## src/rtl/lock_supervisor_if.sv

```systemverilog
// lock_supervisor_if
// Groups the PLL-lock supervisor's level signals into one bundle.
//
// Signals:
//   locked      PLL lock flag (asynchronous to clk10), driven by master
//   rst_out     active-high reset for the 10 MHz domain, driven by slave
//   status_led  state-encoded LED drive, driven by slave
//   loss_count  saturating count of RUN->FAULT transitions, driven by slave
//   state       current supervisor FSM state (debug), driven by slave
//
// Handshake: there is no valid/ready pair here. Every signal is a plain
// level. locked may change at any time and is synchronised inside the
// slave. All slave outputs are registered and meaningful on every cycle,
// including while reset is asserted, when they hold their reset values.
//
// Modports:
//   master  lock source / observer (testbench or clocking wrapper)
//   slave   the supervisor itself
interface lock_supervisor_if #(
   parameter int LOSS_W = 8
);
   logic              locked;
   logic              rst_out;
   logic              status_led;
   logic [LOSS_W-1:0] loss_count;
   logic [1:0]        state;

   modport master (
      output locked,
      input  rst_out,
      input  status_led,
      input  loss_count,
      input  state
   );

   modport slave (
      input  locked,
      output rst_out,
      output status_led,
      output loss_count,
      output state
   );
endinterface

```

## src/rtl/lock_supervisor.sv

```systemverilog
// lock_supervisor
// Synchronises the PLL locked flag, holds the 10 MHz domain in reset until
// lock has been stable for HOLD_CYCLES cycles, counts lock losses and drives
// a state-encoded status LED.
//
// Parameters:
//   HOLD_CYCLES  consecutive synchronised-locked cycles before release (>= 2)
//   LOSS_W       width of the saturating lock-loss counter
//   BLINK_BITS   width of the free-running LED blink counter (>= 5)
//
// Ports:
//   clk10  in   10 MHz clock, the only clock
//   rst    in   asynchronous active-high reset
//   bus    slave modport of lock_supervisor_if
//            locked in; rst_out, status_led, loss_count, state out
//
// Build option:
//   LOCK_SUP_STICKY_FAULT_EN  when defined, FAULT is terminal until rst;
//                             otherwise FAULT lasts 16 cycles and then
//                             returns to WAIT_LOCK.
module lock_supervisor #(
   parameter int HOLD_CYCLES = 1000,
   parameter int LOSS_W      = 8,
   parameter int BLINK_BITS  = 24
) (
   input logic              clk10,
   input logic              rst,
   lock_supervisor_if.slave bus
);
   localparam int                HOLD_W    = (HOLD_CYCLES > 1) ? $clog2(HOLD_CYCLES) : 1;
   localparam logic [HOLD_W-1:0] HOLD_LAST = HOLD_W'(HOLD_CYCLES - 1);

   typedef enum logic [1:0] {
      WAIT_LOCK = 2'd0,
      HOLD      = 2'd1,
      RUN       = 2'd2,
      FAULT     = 2'd3
   } state_t;

   (* ASYNC_REG = "TRUE" *) logic locked_meta;
   (* ASYNC_REG = "TRUE" *) logic locked_s;

   state_t                state_q;
   logic                  rst_out_q;
   logic                  led_q;
   logic [HOLD_W-1:0]     hold_cnt;
   logic [LOSS_W-1:0]     loss_q;
   logic [BLINK_BITS-1:0] blink_cnt;
   logic [BLINK_BITS-1:0] blink_nxt;
   logic                  run_blink;
   logic                  fault_blink;
`ifndef LOCK_SUP_STICKY_FAULT_EN
   logic [3:0]            fault_cnt;
`endif

   // The LED flop is loaded from the blink value that blink_cnt takes on the
   // same edge, so status_led always matches the current state and counter.
   assign blink_nxt   = blink_cnt + BLINK_BITS'(1);
   assign run_blink   = blink_nxt[BLINK_BITS-1];
   assign fault_blink = blink_nxt[BLINK_BITS-5];

   always_ff @(posedge clk10 or posedge rst) begin
      if (rst) begin
         locked_meta <= 1'b0;
         locked_s    <= 1'b0;
      end else begin
         locked_meta <= bus.locked;
         locked_s    <= locked_meta;
      end
   end

   always_ff @(posedge clk10 or posedge rst) begin
      if (rst) begin
         blink_cnt <= '0;
      end else begin
         blink_cnt <= blink_nxt;
      end
   end

   always_ff @(posedge clk10 or posedge rst) begin
      if (rst) begin
         state_q   <= WAIT_LOCK;
         rst_out_q <= 1'b1;
         led_q     <= 1'b0;
         hold_cnt  <= '0;
         loss_q    <= '0;
`ifndef LOCK_SUP_STICKY_FAULT_EN
         fault_cnt <= '0;
`endif
      end else begin
         case (state_q)
            WAIT_LOCK: begin
               rst_out_q <= 1'b1;
               if (locked_s) begin
                  state_q  <= HOLD;
                  hold_cnt <= '0;
                  led_q    <= 1'b1;
               end else begin
                  led_q    <= 1'b0;
               end
            end
            HOLD: begin
               // A drop on any HOLD cycle, including the last, wins over
               // the release to RUN and is not counted as a loss.
               if (!locked_s) begin
                  state_q <= WAIT_LOCK;
                  led_q   <= 1'b0;
               end else if (hold_cnt == HOLD_LAST) begin
                  state_q   <= RUN;
                  rst_out_q <= 1'b0;
                  led_q     <= run_blink;
               end else begin
                  hold_cnt <= hold_cnt + HOLD_W'(1);
               end
            end
            RUN: begin
               if (!locked_s) begin
                  state_q   <= FAULT;
                  rst_out_q <= 1'b1;
                  led_q     <= fault_blink;
`ifndef LOCK_SUP_STICKY_FAULT_EN
                  fault_cnt <= '0;
`endif
                  if (loss_q != {LOSS_W{1'b1}}) begin
                     loss_q <= loss_q + LOSS_W'(1);
                  end
               end else begin
                  led_q <= run_blink;
               end
            end
            FAULT: begin
               rst_out_q <= 1'b1;
`ifdef LOCK_SUP_STICKY_FAULT_EN
               led_q <= fault_blink;
`else
               // Exit ignores locked_s: WAIT_LOCK re-qualifies lock anyway.
               if (fault_cnt == 4'd15) begin
                  state_q <= WAIT_LOCK;
                  led_q   <= 1'b0;
               end else begin
                  fault_cnt <= fault_cnt + 4'd1;
                  led_q     <= fault_blink;
               end
`endif
            end
            default: begin
               state_q   <= WAIT_LOCK;
               rst_out_q <= 1'b1;
               led_q     <= 1'b0;
            end
         endcase
      end
   end

   assign bus.rst_out    = rst_out_q;
   assign bus.status_led = led_q;
   assign bus.loss_count = loss_q;
   assign bus.state      = state_q;
endmodule

```

## src/flat_wrapper.sv

```systemverilog
// flat-port wrapper written by rule: the top's interface ports become plain ports
module lock_supervisor_flat 
#(
   parameter int HOLD_CYCLES = 1000,
   parameter int LOSS_W      = 8,
   parameter int BLINK_BITS  = 24
)
  (clk10, rst, bus_locked, bus_rst_out, bus_status_led, bus_loss_count, bus_state);
  lock_supervisor_if #(.LOSS_W(LOSS_W)) bus_i ();
  input logic clk10;
  input logic rst;
  input wire logic [$bits(bus_i.locked)-1:0] bus_locked;
  output wire logic [$bits(bus_i.rst_out)-1:0] bus_rst_out;
  output wire logic [$bits(bus_i.status_led)-1:0] bus_status_led;
  output wire logic [$bits(bus_i.loss_count)-1:0] bus_loss_count;
  output wire logic [$bits(bus_i.state)-1:0] bus_state;
  assign bus_i.locked = bus_locked;
  assign bus_rst_out = bus_i.rst_out;
  assign bus_status_led = bus_i.status_led;
  assign bus_loss_count = bus_i.loss_count;
  assign bus_state = bus_i.state;
  lock_supervisor #(.HOLD_CYCLES(HOLD_CYCLES), .LOSS_W(LOSS_W), .BLINK_BITS(BLINK_BITS)) u_core (.clk10(clk10), .rst(rst), .bus(bus_i));
endmodule
```

## config.mk

```make
export PLATFORM = sky130hd
export DESIGN_NAME = lock_supervisor_flat
export DESIGN_NICKNAME = d
export VERILOG_FILES = /design/src/rtl/lock_supervisor_if.sv /design/src/rtl/lock_supervisor.sv /design/src/flat_wrapper.sv
export SDC_FILE = /design/constraint.sdc
export NUM_CORES = 1
export LEC_CHECK = 0
export BUFFER_PORTS_ARGS = -buffer_cell sky130_fd_sc_hd__buf_4
export CORE_UTILIZATION = 50
export CTS_BUF_LIST = sky130_fd_sc_hd__clkbuf_8
export CTS_CLUSTER_DIAMETER = 200
export DETAILED_ROUTE_END_ITERATION = 12
export PLACE_DENSITY = 0.8
export SKIP_CTS_REPAIR_TIMING = 1
export SYNTH_ARGS = -nofsm -noshare
export SYNTH_HDL_FRONTEND = slang
export SYNTH_SLANG_ARGS = --single-unit
```

## constraint.sdc

```tcl
create_clock -name clk10 -period 5.2 [get_ports clk10]
set_input_delay 0.52 -clock clk10 [delete_from_list [all_inputs] [get_ports clk10]]
set_output_delay 0.52 -clock clk10 [all_outputs]
set_load 0.02 [all_outputs]
```

Yosys cells after proc, flatten, opt, wreduce, memory -nomap -nowiden
Index checks and enable logic that the tools add are counted.
{"block": "word_totals", "reg_bits": 52, "output_inout_bits": 12, "word_cells": 60}
{"block": "classes", "addsub": 4, "n_eq_ne": 14, "muxes": 23, "bitwise": 1, "n_reduce_logical": 9}
{"cell": "$mux 10", "count": 3}
{"cell": "$add 24x1->24 const B", "count": 1}
{"cell": "$pmux 10 s2", "count": 1}
{"cell": "$add 10x1->10 const B", "count": 1}
{"cell": "$eq 10x10->1 const B", "count": 1}
{"cell": "$mux 2", "count": 5}
{"cell": "$reduce_and 3->1", "count": 3}
{"cell": "$add 8x1->8 const B", "count": 1}
{"cell": "$mux 1", "count": 8}
{"cell": "$mux 4", "count": 2}
{"cell": "$ne 2x1->1 const B", "count": 4}
{"cell": "$ne 8x8->1 const B", "count": 1}
{"cell": "$pmux 2 s4", "count": 1}
{"cell": "$pmux 4 s2", "count": 1}
{"cell": "$reduce_and 4->1", "count": 2}
{"cell": "$ne 2x2->1 const B", "count": 3}
{"cell": "$add 4x1->4 const B", "count": 1}
{"cell": "$eq 2x2->1 const B", "count": 2}
{"cell": "$eq 4x4->1 const B", "count": 1}
{"cell": "$pmux 1 s4", "count": 1}
{"cell": "$reduce_bool 2->1", "count": 2}
{"cell": "$ne 3x3->1 const B", "count": 1}
{"cell": "$pmux 1 s3", "count": 1}
{"cell": "$eq 2x1->1 const B", "count": 1}
{"cell": "other kinds (3)", "count": 3}

Longest topological paths before layout
{"block": "logic_depth", "depth_word": 4, "depth_mapped": 7, "ltp_nobuf": 6}

Worst setup path before layout
No wires, ideal clock.
{"block": "synth_timing", "kind": "register -> register", "from": "reg with a tool-made name", "to": "reg u_core.loss_q[1] (netlist: u_core.bus.loss_count[1])", "setup_time_ns": 0.125, "arrival_ns": 1.858, "required_time_ns": 5.075, "path_slack_ns": 3.217, "path_stages_with_launch": 6, "n_path_buf": 1, "cell_sequence": "dfrtp_1 > clkbuf_1 > nor3b_1 > inv_1 > a31oi_1 > mux2_2"}
{"element": "end signal: assignment", "line": "lock_supervisor.sv:125", "text": "loss_q <= loss_q + LOSS_W'(1);"}
{"element": "end: declaration", "line": "lock_supervisor.sv:47", "text": "logic [LOSS_W-1:0] loss_q;"}

Final worst setup path
{"block": "layout_timing", "from": "reg u_core.blink_cnt[5]", "to": "reg u_core.led_q (netlist: u_core.bus.status_led)"}
{"block": "layout_between", "elab_chain_cells": 4, "elab_cells_between_ends": 6}
{"element": "start: declaration", "line": "lock_supervisor.sv:48", "text": "logic [BLINK_BITS-1:0] blink_cnt;"}
{"element": "start signal: assignment", "line": "lock_supervisor.sv:76", "text": "blink_cnt <= blink_nxt;"}
{"element": "$add 24x1->24 *", "line": "lock_supervisor.sv:58", "text": "assign blink_nxt = blink_cnt + BLINK_BITS'(1);"}
{"element": "$mux 1", "line": "lock_supervisor.sv:108", "text": "end else if (hold_cnt == HOLD_LAST) begin"}
{"element": "$mux 1", "line": "lock_supervisor.sv:105", "text": "if (!locked_s) begin"}
{"element": "$pmux 1 s4 *", "line": "lock_supervisor.sv:91", "text": "case (state_q)"}
{"element": "end signal: assignment", "line": "lock_supervisor.sv:111", "text": "led_q <= run_blink;"}
{"element": "end signal: assignment", "line": "lock_supervisor.sv:120", "text": "led_q <= fault_blink;"}
{"element": "end signal: assignment", "line": "lock_supervisor.sv:128", "text": "led_q <= run_blink;"}
{"element": "end: declaration", "line": "lock_supervisor.sv:45", "text": "logic led_q;"}
Every way passes the cells marked *; elsewhere a longest branch is shown, timed or not. The select of a mux whose other input is x is not followed.
A chain may end at the register's enable or synchronous reset.

==> results.ini <==
[outcome]
status = complete, no violations

[final_layout]
n_antenna_cell = 0
fin_cells = 292
fin_nets = 246
drive_above_1_share_pct = 12.9
syn_to_final_growth_pct = 10.4

[synthesis]
yosysWarnings = 0
ys.flop_type = dfrtp_1
synthTopCellsByArea = dfrtp_1, xnor2_1, nand4_1
synth-seq-cells = 52
synth_top_area_share_pct = 54.0
synth_area_sq_um = 2360
async_reset_ff_share_pct = 100
synth_top_cell_by_area = dfrtp_1
postSynthCellCount = 221
yosysUniqueCellTypes = 38
syn_avg_cell_area_sq_um = 10.7
synth_seq_area_share_pct = 55.1
syn_nets = 228
synth_edf_count = 0

[power_and_ir_drop]
pwr-share-clk_pct = 32.8
ir_drop_v = 0.000176
switchingPower_uw = 163
p_int_uw = 520
p_per_area_nw_per_um2 = 262
cellLeakagePower_nw = 1.20
pwr-share-seq_pct = 62.1
power_uw = 683
combPwrFrac_pct = 5.1
swShare_pct = 23.9

[die]
initial_core_util_pct = 53.2
coreArea_sq_um = 4440
die-area_sq_um = 5000
dieHeight_um = 70.7
fp-row-count = 24
ioPinCount = 15
die_x_um = 70.7

[critical_path]
cp_max_fo = 6
crit_chain = nand4_2 -> or4_4 -> o31a_1 -> o311ai_1 -> nand4_1
critPathKind = reg -> reg
max_stage_delay_ns = 0.59
startpoint_type = flop
cp_slowest_cell = or4_4
required_ns = 5.38
end_kind = flop
arrival_ns = 2.21

[sta]
slew_violations = 0
rsz0062_at_grt = no
hold_violations = 0
setup_viol = 0
fin_ws_ns = 3.17
setup_tns_ns = 0
relSlewSlack_pct = 29.9
worst_pin_slew_ns = 1.05
period_share_pct = 39.0
finClkSkew_ns = 0.00515
fmax_mhz = 493
holdWs_ns = 0.314
min_period_ns = 2.03

[clocking]
numCtsBuffers = 5
h-tree-depth = 2
cts_sinks = 52
path_clk_slew_ns = 0.09
cts-root-buf = clkbuf_8
cts_tree = built
clock_latency_ns = 0.30
clock_path_buffers = 2

[grt]
grt_max_degree = 53
grt_use_met3_pct = 5.13
met1_usage_pct = 23.7
grt.busiest_layer = met2
antenna_found_initial = 0
grt_pass1_wl_um = 6980
grt_overflow = 0
grt_pass1_vias = 1571
met2_usage_pct = 28.8
grt_usage_pct = 18.1

[routing]
wire_per_inst_um = 13.4
drc_errors = 0
drt_iter0_markers = 100
num_vias = 1612
antenna_left = 0
firstDrtPassIters = 4
totalWireLength_um = 3910
via_per_inst = 5.52

[place]
port_buffers = 14
place_congestion = 0.769
dp_hpwl_um = 2790
dp.cells = 284
dp_slack_ns = 3.17

[worst_hold_path]
hold_path_class = in -> reg

[job]
cap_violations = 0

## critical path, delay by kind of cell, from the launching register on
| family | cells | cell delay (ns) |
|---|---|---|
| flops | 1 | 0.46 |
| simple gates | 3 | 0.85 |
| compound gates | 2 | 0.61 |
## placed cells by master, fill, tap and decap left out, types with 2 or more instances in the layout
| master | n |
|---|---|
| nand4_1 | 17 |
| nor2_1 | 24 |
| inv_1 | 7 |
| o22ai_1 | 2 |
| nor4_1 | 2 |
| nand2_1 | 16 |
| or2_2 | 2 |
| a21oi_1 | 5 |
| o21ai_0 | 5 |
| xor2_1 | 11 |
| nor2b_1 | 2 |
| nand2b_1 | 2 |
| ha_1 | 4 |
| and3_1 | 3 |
| clkinv_2 | 2 |
| nor3_1 | 4 |
| clkbuf_8 | 5 |
| xnor2_1 | 24 |
| buf_4 | 14 |
| mux2i_1 | 2 |
| dfrtp_1 | 51 |
| nand3_1 | 15 |
| and4_1 | 2 |
## flip-flops by register name, indices dropped and copies added (netlist names), named ones only
name and flops:
u_core.locked_s 1, u_core.hold_cnt 10, u_core.blink_cnt 24, u_core.bus.rst_out 1, u_core.bus.loss_count 8, u_core.locked_meta 1, u_core.bus.status_led 1, u_core.fault_cnt 4
u_core.bus.state 1
## stage by stage
step	util (%)	area, sq um
2_1_floorplan	-	2360
3_3_place_gp	56.7	2520
3_5_place_dp	56.7	2520
4_1_cts	58.7	2610
5_1_grt	58.7	2610
6_report	58.7	2610
## worst paths after layout
check | start | endpoint | slack, ns | cells past startpoint
min in group asynchronous | rst | u_core.blink_cnt[10] | 0.47 | 2
min | bus_locked | u_core.locked_meta | 0.31 | 1
max | u_core.blink_cnt[5] | u_core.bus.status_led | 3.17 | 5
max reg2reg | u_core.blink_cnt[5] | u_core.bus.status_led | 3.17 | 5
min reg2reg | u_core.locked_meta | u_core.locked_s | 0.36 | 0
max in group asynchronous | rst | u_core.blink_cnt[12] | 4.08 | 2
## cells by family (layout without fill, tap and decap cells)
group                    after synthesis  in the layout  share of synthesized area, %
buffers and inverters                 11             30                          1.75
adder cells (fa/ha/maj)                4              4                          2.12
AO/OA/AOI/OAI                         20             20                          5.35
multiplexers                           3              3                          1.32
flip-flops                            52             52                          55.1
AND/OR/NAND/NOR                       96             96                          21.3
XOR/XNOR                              35             35                          13.0
## cell type report
cell class                 instances  area [sq um]
clock buffer                       5          68.8
multi-input combinational        158          1020
timing repair buffer              14           105
inverter                           8          30.0
sequential                        52          1300
clock inverter                     3          18.8
tap                               52          65.1
fill                             384          1840
## power by group through the flow
stage	clock network, mW	registers [mW]	logic (mW)
after floorplan	0	0.431	0.0260
after global placement	0	0.432	0.0342
after detailed placement	0	0.432	0.0355
after CTS	0.234	0.424	0.0353
after global routing	0.248	0.426	0.0424
final	0.224	0.425	0.0346
## synth_stat cells, types with 4 or more instances
| master | n |
|---|---|
| nor2_1 | 24 |
| inv_1 | 8 |
| xor2_1 | 11 |
| dfrtp_1 | 51 |
| ha_1 | 4 |
| nand4_1 | 17 |
| nor3_1 | 4 |
| a21oi_1 | 5 |
| nand2_1 | 16 |
| nand3_1 | 15 |
| xnor2_1 | 24 |
| o21ai_0 | 5 |
## routing by layer
layer / vias up / share of wire (%)
li1: 814 / -
met1: 765 / 48
met2: 28 / 46
met3: 5 / 3.8
met4: 0 / 1.4
met5: - / 0
Power figures use the tool's default switching activity.
